[src/rtl/stopwatch_ctrl.sv]
// Stopwatch control: three debounced active-low buttons feed a four-state Moore FSM
// that commands the time counter and the display lap freeze.
module stopwatch_ctrl #(
  parameter int DB_CYCLES = 1000000
) (
  input  logic       clk,
  input  logic       rst_n,
  input  logic       btn_ss_n,
  input  logic       btn_clr_n,
  input  logic       btn_lap_n,
  output logic [1:0] cnt_ctrl,
  output logic       disp_hold,
  output logic       running,
  output logic [1:0] state_dbg
);

  localparam int CW = $clog2(DB_CYCLES);
  localparam logic [CW-1:0] CNT_MAX = CW'(DB_CYCLES - 1);

  typedef enum logic [1:0] {
    S_IDLE  = 2'b00,
    S_COUNT = 2'b01,
    S_LAP   = 2'b10,
    S_PAUSE = 2'b11
  } state_t;

  // Bit order everywhere: [0] start/stop, [1] clear, [2] lap.
  logic [2:0] btn_raw;
  logic [2:0] sync1_q;
  logic [2:0] sync2_q;
  logic [2:0] press;

  assign btn_raw = {btn_lap_n, btn_clr_n, btn_ss_n};

  always_ff @(posedge clk or negedge rst_n) begin
    if (!rst_n) begin
      sync1_q <= 3'b111;
      sync2_q <= 3'b111;
    end else begin
      sync1_q <= btn_raw;
      sync2_q <= sync1_q;
    end
  end

  for (genvar i = 0; i < 3; i++) begin : g_db
    logic          stable_q;
    logic [CW-1:0] cnt_q;
    logic          pulse_q;

    // A new level is accepted only after DB_CYCLES consecutive differing samples;
    // the pulse marks acceptance of a press (1->0) and is one cycle wide.
    always_ff @(posedge clk or negedge rst_n) begin
      if (!rst_n) begin
        stable_q <= 1'b1;
        cnt_q    <= '0;
        pulse_q  <= 1'b0;
      end else begin
        pulse_q <= 1'b0;
        if (sync2_q[i] == stable_q) begin
          cnt_q <= '0;
        end else if (cnt_q == CNT_MAX) begin
          stable_q <= sync2_q[i];
          cnt_q    <= '0;
          pulse_q  <= ~sync2_q[i];
        end else begin
          cnt_q <= cnt_q + 1'b1;
        end
      end
    end

    assign press[i] = pulse_q;
  end

  logic ss_p;
  logic clr_p;
  logic lap_p;

  assign ss_p  = press[0];
  assign clr_p = press[1];
  assign lap_p = press[2];

  state_t state_q;
  state_t state_d;

  always_ff @(posedge clk or negedge rst_n) begin
    if (!rst_n) begin
      state_q <= S_IDLE;
    end else begin
      state_q <= state_d;
    end
  end

  // Priority clr > ss > lap, applied only among pulses valid in the current state.
  always_comb begin
    state_d = state_q;
    case (state_q)
      S_IDLE:  if (ss_p) state_d = S_COUNT;
      S_COUNT: begin
        if (ss_p)       state_d = S_PAUSE;
        else if (lap_p) state_d = S_LAP;
      end
      S_LAP: begin
        if (ss_p)       state_d = S_PAUSE;
        else if (lap_p) state_d = S_COUNT;
      end
      S_PAUSE: begin
        if (clr_p)      state_d = S_IDLE;
        else if (ss_p)  state_d = S_COUNT;
      end
      default: state_d = S_IDLE;
    endcase
  end

  logic [1:0] cnt_ctrl_d;
  logic       disp_hold_d;
  logic       running_d;

  // Outputs decode the next state and are registered, so they move together with
  // the state register and cnt_ctrl can never pass through an intermediate code.
  always_comb begin
    cnt_ctrl_d  = 2'b00;
    disp_hold_d = 1'b0;
    running_d   = 1'b0;
    case (state_d)
      S_COUNT: begin
        cnt_ctrl_d = 2'b01;
        running_d  = 1'b1;
      end
      S_LAP: begin
        cnt_ctrl_d  = 2'b01;
        disp_hold_d = 1'b1;
        running_d   = 1'b1;
      end
      S_PAUSE: cnt_ctrl_d = 2'b10;
      default: ;
    endcase
  end

  always_ff @(posedge clk or negedge rst_n) begin
    if (!rst_n) begin
      cnt_ctrl  <= 2'b00;
      disp_hold <= 1'b0;
      running   <= 1'b0;
    end else begin
      cnt_ctrl  <= cnt_ctrl_d;
      disp_hold <= disp_hold_d;
      running   <= running_d;
    end
  end

  assign state_dbg = state_q;

endmodule

[config.mk]
export PLATFORM = sky130hd
export DESIGN_NAME = stopwatch_ctrl
export DESIGN_NICKNAME = d
export VERILOG_FILES = /design/src/rtl/stopwatch_ctrl.sv
export SDC_FILE = /design/constraint.sdc
export NUM_CORES = 1
export LEC_CHECK = 0
export CORE_UTILIZATION = 60
export CTS_CLUSTER_DIAMETER = 30
export DETAILED_ROUTE_END_ITERATION = 6
export GPL_TIMING_DRIVEN = 0
export PLACE_DENSITY = 0.78
export SLEW_MARGIN = 20
export SYNTH_ARGS = -nofsm -noshare
export SYNTH_HDL_FRONTEND = slang
export SYNTH_SLANG_ARGS = --single-unit
[constraint.sdc]
create_clock -name clk -period 2.4 [get_ports clk]
set_input_delay 0.48 -clock clk [delete_from_list [all_inputs] [get_ports clk]]
set_output_delay 0.48 -clock clk [all_outputs]
set_load 0.02 [all_outputs]
==> summary.md <==
| Metric | Value |
|---|---|
| Fillers | 412 |
| Outcome | completed |
| Maxcap violations | 0 |
| Clk root buf | clkbuf_8 |
| Share of layout cells above drive strength 1 | 12.11% |
| Largest net degree at the start of global routing | 44 |
| Antenna violations before repair | 0 |
| Most frequent cells in the layout | dfrtp_1, nor2_1, xnor2_1, nand3_1, nand2_1 |
| Port bufs | 10 |
| Largest stage delay, worst path | 560 ps |
| Detailed Route Iter0 Violations | 131 |
| # hold bufs at CTS | 0 |
| First-pass GRT wire length | 11,170 µm |
| Post-route cell area | 0.004026 mm² |
| Diodes inserted | 0 |
| # DRC | 0 |
| Crit end category | flop |
| GP Congestion | 0.7686 |
| Max Clk Rate | 0.4728 GHz |
| DP Cell Count | 436 |
| CTS tree | yes |
| Register area share after synthesis | 53.82% |
| Netlist cell types | 36 |
| CP Max Fanout | 10 |
| Slew HR | 52.25% |
| Largest area contributor in the netlist | dfrtp_1 |
| Worst IR Drop VDD | 0.4378 mV |
| PD cells | 600.2 mW/mm² |
| Largest cells by area after synthesis | dfrtp_1, xnor2_1, dfstp_2 |
| LEAKAGE | 1.583 nW |
| Drt wl/cell | 13.83 µm |
| Final worst setup slack | 285.0 ps |
| WHS | 73.71 ps |
| Post-Syn Nets | 363 |
| YS warnings | 0 |
| Vias in the first global route | 2,603 |
| Synthesized area | 0.003601 mm² |
| Met2 Use GR | 39.40% |
| DR vias | 2,565 |
| Setup TNS | 0 ps |
| # clock sinks | 77 |
| Clock-pin slew on the worst setup and hold paths | 80 ps |
| M1 GR Usage | 27.97% |
| Post-DP Area | 0.003809 mm² |
| I/O Pins | 11 |
| Worst Skew | 9.025 ps |
| Tot GR Track Use | 23.18% |
| Crit-path slowest cell | or4_1 |
| Minimum clock period after layout | 2115 ps |
| Register bit total from synthesis | 77 |
| Final Hold Viols | 0 |
| Post-placement setup slack | 170.2 ps |
| Crit-path cells | or4b_1, or4_1, o21ai_1, buf_2, nor2_1 |
| Clock Path Buffers | 2 |
| Initial Utilization | 63.83% |
| Post-Route WL | 6252 µm |
| CP Launch Type | flop |
| Worst-Skew Late Latency | 340 ps |
| Final setup fails | 0 |
| Overall power | 2.417 mW |
| CTS Buf Count | 9 |
| Via-to-Cell Ratio | 5.675 |
| Congestion Overflow GR | 0 |
| Die H | 79.47 µm |
| Slew Limit Fails | 0 |
| Syn Area/Cell | 10.20 µm² |
| Worst slew pin tran | 709.8 ps |
| Final #Nets | 385 |
| Crit share post-route | 88.13% |
| Hold Path Class | primary input to asynchronous set/reset pin |
| GRT busiest layer | met2 |
| Final core occ | 71.37% |
| Synthesized instance count | 353 |
| Setup CP Type | flop to flop |
| Final ANT Viol Nets | 0 |
| Commonest non-fill, non-tap cell in the layout | dfrtp_1 |
| Die ar. | 0.006315 mm² |
| Die X | 79.47 µm |
| Proportion of netlist area held by the largest area contributor | 47.26% |
| Critical Path AT | 2340 ps |
| Area Growth Syn to Fin | 11.81% |
| Critical path required time | 2620 ps |
| Core Area | 0.005642 mm² |
| RSZ-0062 raised after global routing | no |
| Row count | 27 |
| Htree depth | 3 |
| DRT Pass-1 Iters | 4 |
| HPWL Detailed | 4462 µm |
| GR Util met3 | 7.543% |
| Non-Filler Instances | 452 |
==> routing by layer <==
layer / up-vias / share of wire [%]
met4: 0 / 1.0
met1: 1243 / 47
met5: - / 0
met2: 40 / 48
met3: 7 / 3.7
li1: 1275 / -
==> state kept, by name (all words and copies together) (netlist names) <==
name           count
state_dbg          2
sync2_q            3
sync1_q            3
g_db.pulse_q       2
cnt_ctrl           2
clr_p              1
g_db.stable_q      3
disp_hold          1
g_db.cnt_q        60
==> where the power goes <==
part | leakage (nW) | internal [mW] | switching, mW
logic | 0.434 | 0.0246 | 0.0519
registers | 1.04 | 1.32 | 0.0154
clock network | 0.112 | 0.560 | 0.446
total | 1.58 | 1.90 | 0.513
==> worst max-delay path: cells and delay by family, from the launching register on <==
family                 cells  cell delay [ps]
and+or+nand+nor            3             1140
AOI/OAI and AO/OA          1              170
buffers and inverters      1              240
DFF                        1              440
==> timing repair <==
action,CTS,global route
resized for setup,0,2
setup endpoints to repair,0,8
buffers inserted,0,0
==> cells in the mapped netlist, drive strengths merged <==
cell / n
dfrtp: 68
nor2: 60
xnor2: 33
nand3: 22
nand2: 16
nand4: 15
inv: 14
nor4: 14
nor3: 13
o21ai: 11
xor2: 11
a21oi: 10
dfstp: 9
and3: 7
or4: 7
buf: 5
ha: 5
mux2: 4
mux2i: 4
o31ai: 4
or3: 4
and2: 3
nor4b: 3
a31o: 2
clkbuf: 2
nand2b: 2
nor4bb: 2
o211ai: 1
o21a: 1
or4b: 1
==> cells by family (layout without fill, tap and decap cells) <==
logic type                 after synthesis  after routing  synth area share (%)
and+or+nand+nor                        169            169                 24.01
DFF                                     77             77                 53.82
xor gates and xnor gates                44             44                 10.70
AOI/OAI and AO/OA                       29             29                 4.865
buffers and inverters                   21             48                 2.502
muxes                                    8              8                 2.363
adders and majority gates                5              5                 1.737
==> final timing paths <==
path	cells after the start	to	slack (ps)	start
worst max-delay path	5	g_db[0].cnt_q[11]$_DFF_PN0_	280	g_db[0].cnt_q[6]$_DFF_PN0_
worst min-delay path	1	g_db[0].cnt_q[18]$_DFF_PN0_	70	rst_n
worst max register to register	5	g_db[0].cnt_q[11]$_DFF_PN0_	280	g_db[0].cnt_q[6]$_DFF_PN0_
worst min register to register	0	sync2_q[0]$_DFF_PN1_	360	sync1_q[0]$_DFF_PN1_
max in group asynchronous	2	g_db[0].stable_q$_DFFE_PN1P_	1700	rst_n
min in group clk	0	sync2_q[0]$_DFF_PN1_	360	sync1_q[0]$_DFF_PN1_
==> cell type report <==
class / instances / area, µm² / area share, %
Sequential cell: 77 / 1938 / 48.14
Multi-Input combinational cell: 255 / 1580 / 39.25
Clock buffer: 12 / 165.2 / 4.102
Timing Repair Buffer: 11 / 117.6 / 2.921
Tap cell: 72 / 90.09 / 2.237
Inverter: 14 / 52.55 / 1.305
Clock inverter: 4 / 45.04 / 1.119
Buffer: 7 / 37.54 / 0.9323
Power figures use the tool's default switching activity.
